**src/rtl/keypad_scanner.sv**
```systemverilog
// keypad_scanner: round-robin 4x4 hex keypad row scanner with press/release debounce
// and single-key lockout. Define KEYPAD_REPEAT_EN to add auto-repeat while a key is held.
module keypad_scanner #(
  parameter int SCAN_CYCLES     = 4,
  parameter int DEBOUNCE_CYCLES = 8,
  parameter int REPEAT_CYCLES   = 64
) (
  input  logic       clk,
  input  logic       reset,
  input  logic [3:0] cols,
  output logic [3:0] rows,
  output logic [3:0] key,
  output logic       key_valid,
  output logic       key_held
);

  localparam int DWELL_W = (SCAN_CYCLES > 1) ? $clog2(SCAN_CYCLES) : 1;
  localparam int DEB_W   = (DEBOUNCE_CYCLES > 1) ? $clog2(DEBOUNCE_CYCLES) : 1;
  localparam logic [DWELL_W-1:0] DWELL_LAST = DWELL_W'(SCAN_CYCLES - 1);
  localparam logic [DEB_W-1:0]   DEB_LAST   = DEB_W'(DEBOUNCE_CYCLES - 1);

  if (SCAN_CYCLES < 4 || DEBOUNCE_CYCLES < 2 || REPEAT_CYCLES < 2) begin : g_param_check
    $error("keypad_scanner: SCAN_CYCLES>=4, DEBOUNCE_CYCLES>=2, REPEAT_CYCLES>=2 required");
  end

  typedef enum logic [1:0] {SCAN, DEBOUNCE, HELD, RELEASE} state_t;

  state_t             state, state_nxt;
  logic [1:0]         row_idx, row_nxt;
  logic [1:0]         col_idx, col_nxt;
  logic [DWELL_W-1:0] dwell, dwell_nxt;
  logic [DEB_W-1:0]   deb_cnt, deb_nxt;
  logic [3:0]         key_nxt;
  logic               valid_nxt;
  logic               held_nxt;
  logic               col_high;

`ifdef KEYPAD_REPEAT_EN
  localparam int REP_W = $clog2(REPEAT_CYCLES);
  localparam logic [REP_W-1:0] REP_LAST = REP_W'(REPEAT_CYCLES - 1);
  logic [REP_W-1:0] rep_cnt, rep_nxt;
`endif

  // Lowest-index active-low column wins when several are down on one row.
  function automatic logic [1:0] first_low(input logic [3:0] c);
    logic [1:0] idx;
    idx = 2'd0;
    for (int i = 3; i >= 0; i--) begin
      if (!c[i]) idx = 2'(i);
    end
    return idx;
  endfunction

  function automatic logic [3:0] key_code(input logic [1:0] r, input logic [1:0] c);
    logic [3:0] code;
    case ({r, c})
      4'b00_00: code = 4'h1;
      4'b00_01: code = 4'h2;
      4'b00_10: code = 4'h3;
      4'b00_11: code = 4'hA;
      4'b01_00: code = 4'h4;
      4'b01_01: code = 4'h5;
      4'b01_10: code = 4'h6;
      4'b01_11: code = 4'hB;
      4'b10_00: code = 4'h7;
      4'b10_01: code = 4'h8;
      4'b10_10: code = 4'h9;
      4'b10_11: code = 4'hC;
      4'b11_00: code = 4'hE;
      4'b11_01: code = 4'h0;
      4'b11_10: code = 4'hF;
      default:  code = 4'hD;
    endcase
    return code;
  endfunction

  assign col_high = cols[col_idx];

  always_comb begin
    state_nxt = state;
    row_nxt   = row_idx;
    col_nxt   = col_idx;
    dwell_nxt = dwell;
    deb_nxt   = deb_cnt;
    key_nxt   = key;
    valid_nxt = 1'b0;
    held_nxt  = key_held;
`ifdef KEYPAD_REPEAT_EN
    rep_nxt   = rep_cnt;
`endif
    case (state)
      SCAN: begin
        if (dwell == DWELL_LAST) begin
          dwell_nxt = '0;
          if (cols != 4'hF) begin
            col_nxt   = first_low(cols);
            deb_nxt   = '0;
            state_nxt = DEBOUNCE;
          end else begin
            row_nxt = row_idx + 2'd1;
          end
        end else begin
          dwell_nxt = dwell + 1'b1;
        end
      end
      DEBOUNCE: begin
        if (col_high) begin
          state_nxt = SCAN;
          row_nxt   = row_idx + 2'd1;
          dwell_nxt = '0;
        end else if (deb_cnt == DEB_LAST) begin
          key_nxt   = key_code(row_idx, col_idx);
          valid_nxt = 1'b1;
          held_nxt  = 1'b1;
          state_nxt = HELD;
`ifdef KEYPAD_REPEAT_EN
          rep_nxt   = '0;
`endif
        end else begin
          deb_nxt = deb_cnt + 1'b1;
        end
      end
      HELD: begin
        // Only the latched column matters here; everything else is locked out.
        if (col_high) begin
          deb_nxt   = '0;
          state_nxt = RELEASE;
`ifdef KEYPAD_REPEAT_EN
          rep_nxt   = '0;
        end else if (rep_cnt == REP_LAST) begin
          valid_nxt = 1'b1;
          rep_nxt   = '0;
        end else begin
          rep_nxt = rep_cnt + 1'b1;
`endif
        end
      end
      default: begin
        if (!col_high) begin
          state_nxt = HELD;
`ifdef KEYPAD_REPEAT_EN
          rep_nxt   = '0;
`endif
        end else if (deb_cnt == DEB_LAST) begin
          held_nxt  = 1'b0;
          state_nxt = SCAN;
          row_nxt   = row_idx + 2'd1;
          dwell_nxt = '0;
        end else begin
          deb_nxt = deb_cnt + 1'b1;
        end
      end
    endcase
  end

  always_ff @(posedge clk or negedge reset) begin
    if (!reset) begin
      state     <= SCAN;
      row_idx   <= '0;
      col_idx   <= '0;
      dwell     <= '0;
      deb_cnt   <= '0;
      rows      <= 4'b1110;
      key       <= 4'h0;
      key_valid <= 1'b0;
      key_held  <= 1'b0;
`ifdef KEYPAD_REPEAT_EN
      rep_cnt   <= '0;
`endif
    end else begin
      state     <= state_nxt;
      row_idx   <= row_nxt;
      col_idx   <= col_nxt;
      dwell     <= dwell_nxt;
      deb_cnt   <= deb_nxt;
      rows      <= ~(4'b0001 << row_nxt);
      key       <= key_nxt;
      key_valid <= valid_nxt;
      key_held  <= held_nxt;
`ifdef KEYPAD_REPEAT_EN
      rep_cnt   <= rep_nxt;
`endif
    end
  end

endmodule
```
**config.mk**
```make
export PLATFORM = sky130hd
export DESIGN_NAME = keypad_scanner
export DESIGN_NICKNAME = d
export VERILOG_FILES = /design/src/rtl/keypad_scanner.sv
export SDC_FILE = /design/constraint.sdc
export NUM_CORES = 1
export LEC_CHECK = 0
export ABC_CLOCK_PERIOD_IN_PS = 2180
export BUFFER_PORTS_ARGS = -buffer_cell sky130_fd_sc_hd__buf_2
export CAP_MARGIN = 40
export CORE_ASPECT_RATIO = 0.9
export CORE_UTILIZATION = 50
export CTS_BUF_LIST = sky130_fd_sc_hd__clkbuf_8
export CTS_CLUSTER_SIZE = 24
export DETAILED_ROUTE_END_ITERATION = 6
export PLACE_DENSITY_LB_ADDON = 0.3
export SLEW_MARGIN = 20
export SYNTH_ARGS = -nofsm -noshare
export SYNTH_HDL_FRONTEND = slang
export SYNTH_SLANG_ARGS = --single-unit
export TNS_END_PERCENT = 20
```
**constraint.sdc**
```tcl
create_clock -name clk -period 2.18 [get_ports clk]
set_clock_uncertainty 0.2 [all_clocks]
set_input_delay 0.218 -clock clk [delete_from_list [all_inputs] [get_ports clk]]
set_output_delay 0.218 -clock clk [all_outputs]
set_load 0.02 [all_outputs]
```
==> summary.txt <==
Status
  – Status: finished with violations
  – Failing checks: DRC

Floorplanning
  – Die Wd: 56.9 µm
  – Die H: 51.4 µm
  – Full die area: 2930 µm²
  – Starting Density: 54.0%
  – IO Pins: 16
  – Row count: 17
  – Core box area: 2510 µm²

Place
  – Routability cong.: 0.854
  – PortBufs: 15
  – DP Cell Count: 187
  – Dpl hpwl: 1.98 mm
  – Place WS: 0.0202 ns

Power
  – PwrDens: 1410 nW/µm²
  – Int Power: 1.25 mW
  – Psw: 0.962 mW
  – Power, Total: 2.21 mW
  – Clock network power share: 11.9%
  – Net Sw Frac: 43.5%
  – Leak: 0.747 nW
  – Combinational fraction of design power: 58.1%
  – Maximum VDD drop: 0.000890 V
  – Reg power frac: 30.0%

Synth
  – Synth top area cells: dfrtp_1 (33%), ha_1 (13%), dfstp_2 (5.8%)
  – Post-synthesis sequential element count: 21
  – Most common library cells after synthesis: dfrtp_1 (18), nand2_1 (18), o21ai_0 (15), ha_1 (14)
  – Sequential area share after synthesis: 39.0%
  – Post-synth cell types: 39
  – Post-synthesis cell count: 142
  – Yosys warning count: 0
  – FFs w/ async S/R, synth: 100%
  – Main flop type after synthesis: dfrtp_1
  – EDFF count, synth: 0
  – Net Count, Synth: 162
  – Synthesized area: 1360 µm²
  – Top cell type's share of synthesized area: 33.2%
  – Mean cell area of the mapped netlist: 9.55 µm²
  – Largest area contributor in the netlist: dfrtp_1

Final layout
  – Fill cells: 223
  – Final core occ: 62.4%
  – Post-route insts no fill: 193
  – Final-stage net count: 186
  – Ratio of cells with drive above 1 in the final layout: 26.7%
  – Ant diodes: 0
  – Area grow syn2layout: 15.5%

Timing
  – Slew margin rel.: 68.1%
  – Final Hold Viols: 0
  – Actual slew at the worst max-slew pin: 0.477 ns
  – Final-report setup violation count: 0
  – Final WS setup: 0.00227 ns
  – Unrepaired setup endpoints after global routing: yes
  – Max frequency: 459 MHz
  – Min cycle time layout: 2.18 ns
  – Max Transition Viols Final: 0
  – Final period utilization: 99.9%

Detailed routing
  – Number of remaining DRC errors: 4
  – Via-to-Cell Ratio: 5.83
  – Initial DRT Pass Iterations: 6
  – DR vias: 1125
  – Antenna-violating nets left: 0
  – Drt first-iter violations: 74
  – Wire per inst: 13.8 µm
  – Total routed wirelength: 2.66 mm

Run
  – Max-Cap Viols: 0

Worst hold path
  – Worst min path class: in -> reg
  – Hold Crit Depth: 3
  – Hold Path Origin: cols[0]

Clock network
  – Number of H-tree levels: 1
  – Max clock buf depth: 2
  – Clock tree sinks: 21
  – Clock insertion delay at the later pin of the skew report: 0.27 ns
  – Clock transition at path regs: 0.08 ns
  – CTS tree: done
  – CTS root buffer: clkbuf_8
  – TritonCTS Buffers: 3

Critical path
  – RR Startpoint: col_idx[0]$_DFFE_PN0P_
  – Worst setup EP type: register
  – Critical path class: reg -> reg
  – Data required time of the worst path: 2.18 ns
  – Reg2Reg Depth: 5
  – Crit-path max FO: 8
  – CP arrival: 2.18 ns
  – Worst Setup SP: col_idx[0]$_DFFE_PN0P_
  – CP startpoint kind: register

GRT
  – Initial antenna violation count: 0
  – GRT overflow: 0
  – First-pass GRT wire length: 4.68 mm
  – Largest net degree at the start of global routing: 22
  – Total GRT Usage: 21.2%
  – Vias in the first global route: 1070
[sequential cells by signal (all words and copies together), names as in the netlist, named ones only]
register	flops
dwell	2
key_held	1
deb_cnt	3
rows	4
key	4
key_valid	1
state	1
col_idx	2
row_idx	2
[worst max-delay path: stages (launching register included)]
cell and delay [ns]:
dfrtp_2 0.38, mux4_2 0.62, buf_4 0.19, a221oi_2 0.26, o21ai_2 0.10, a311o_1 0.36
[what timing repair did]
item | in CTS | in global routing
resized for setup | 0 | 2
hold buffers | 1 | 0
setup endpoints to repair | 0 | 8
hold endpoints to repair | 18 | 0
setup buffers | 0 | 1
[kinds of logic after synthesis]
kind of cell | after synthesis | synth area share, %
compound gates | 45 | 22.2
fa+ha+maj | 14 | 12.9
buf+inv | 17 | 5.53
flops | 21 | 39.0
mux | 9 | 7.93
simple gates | 36 | 12.4
[final cells by class]
cell class,instances,area [µm²],area share (%)
inverters,11,43.8,2.80
clock buffers,3,41.3,2.64
clock inverters,1,5.00,0.319
flip-flops and latches,21,531,33.9
multi-input cells,104,758,48.4
well taps,28,35.0,2.24
repair buffers,25,153,9.74
[layer usage]
layer,routed length [µm],GRT usage (%),vias to the layer above,part of all wire [%]
li1,-,-,554,-
met1,1190,26.2,534,45
met2,1300,35.5,29,49
met3,104,5.32,8,3.9
met4,70,8.54,0,2.6
met5,0,0,-,0
[power groups by stage]
stage	clock, mW	sequential, mW	combinational (mW)
floorplan	0	0.701	0.871
global placement	0	0.663	1.19
detailed placement	0	0.669	1.25
CTS	0.268	0.662	1.25
global route	0.287	0.682	1.44
finish	0.262	0.662	1.28
[worst paths after layout]
| kind | to | slack, ns |
|---|---|---|
| setup / recovery | rows[1]$_DFF_PN1_ | 0.002 |
| setup reg to reg | rows[1]$_DFF_PN1_ | 0.002 |
| hold reg to reg | key[0]$_DFFE_PN0P_ | 0.28 |
| hold / removal | col_idx[1]$_DFFE_PN0P_ | 0.04 |
| min in group asynchronous | rows[0]$_DFF_PN0_ | 0.24 |
| max in group asynchronous | col_idx[0]$_DFFE_PN0P_ | 1.20 |
[metrics by stage]
step | hold WS [ns] | instance area (µm²) | TNS, ns
2_1_floorplan | -0.278 | 1360 | 0
3_3_place_gp | 0.00119 | 1500 | 0
3_5_place_dp | 0.00729 | 1500 | 0
4_1_cts | 0.0409 | 1550 | 0
5_1_grt | 0.0623 | 1570 | -0.426
6_report | 0.0415 | 1570 | 0
[cells in the final DEF, fill, tap and decap left out, drive strengths merged, types with 3 or more instances in the layout]
master   n
buf     24
nand2   18
dfrtp   18
o21ai   16
ha      14
a21oi   12
inv     11
mux2i    7
nor2     4
nand3    3
clkbuf   3
dfstp    3
and2     3
Note: power is estimated with default switching activity, not from simulation.
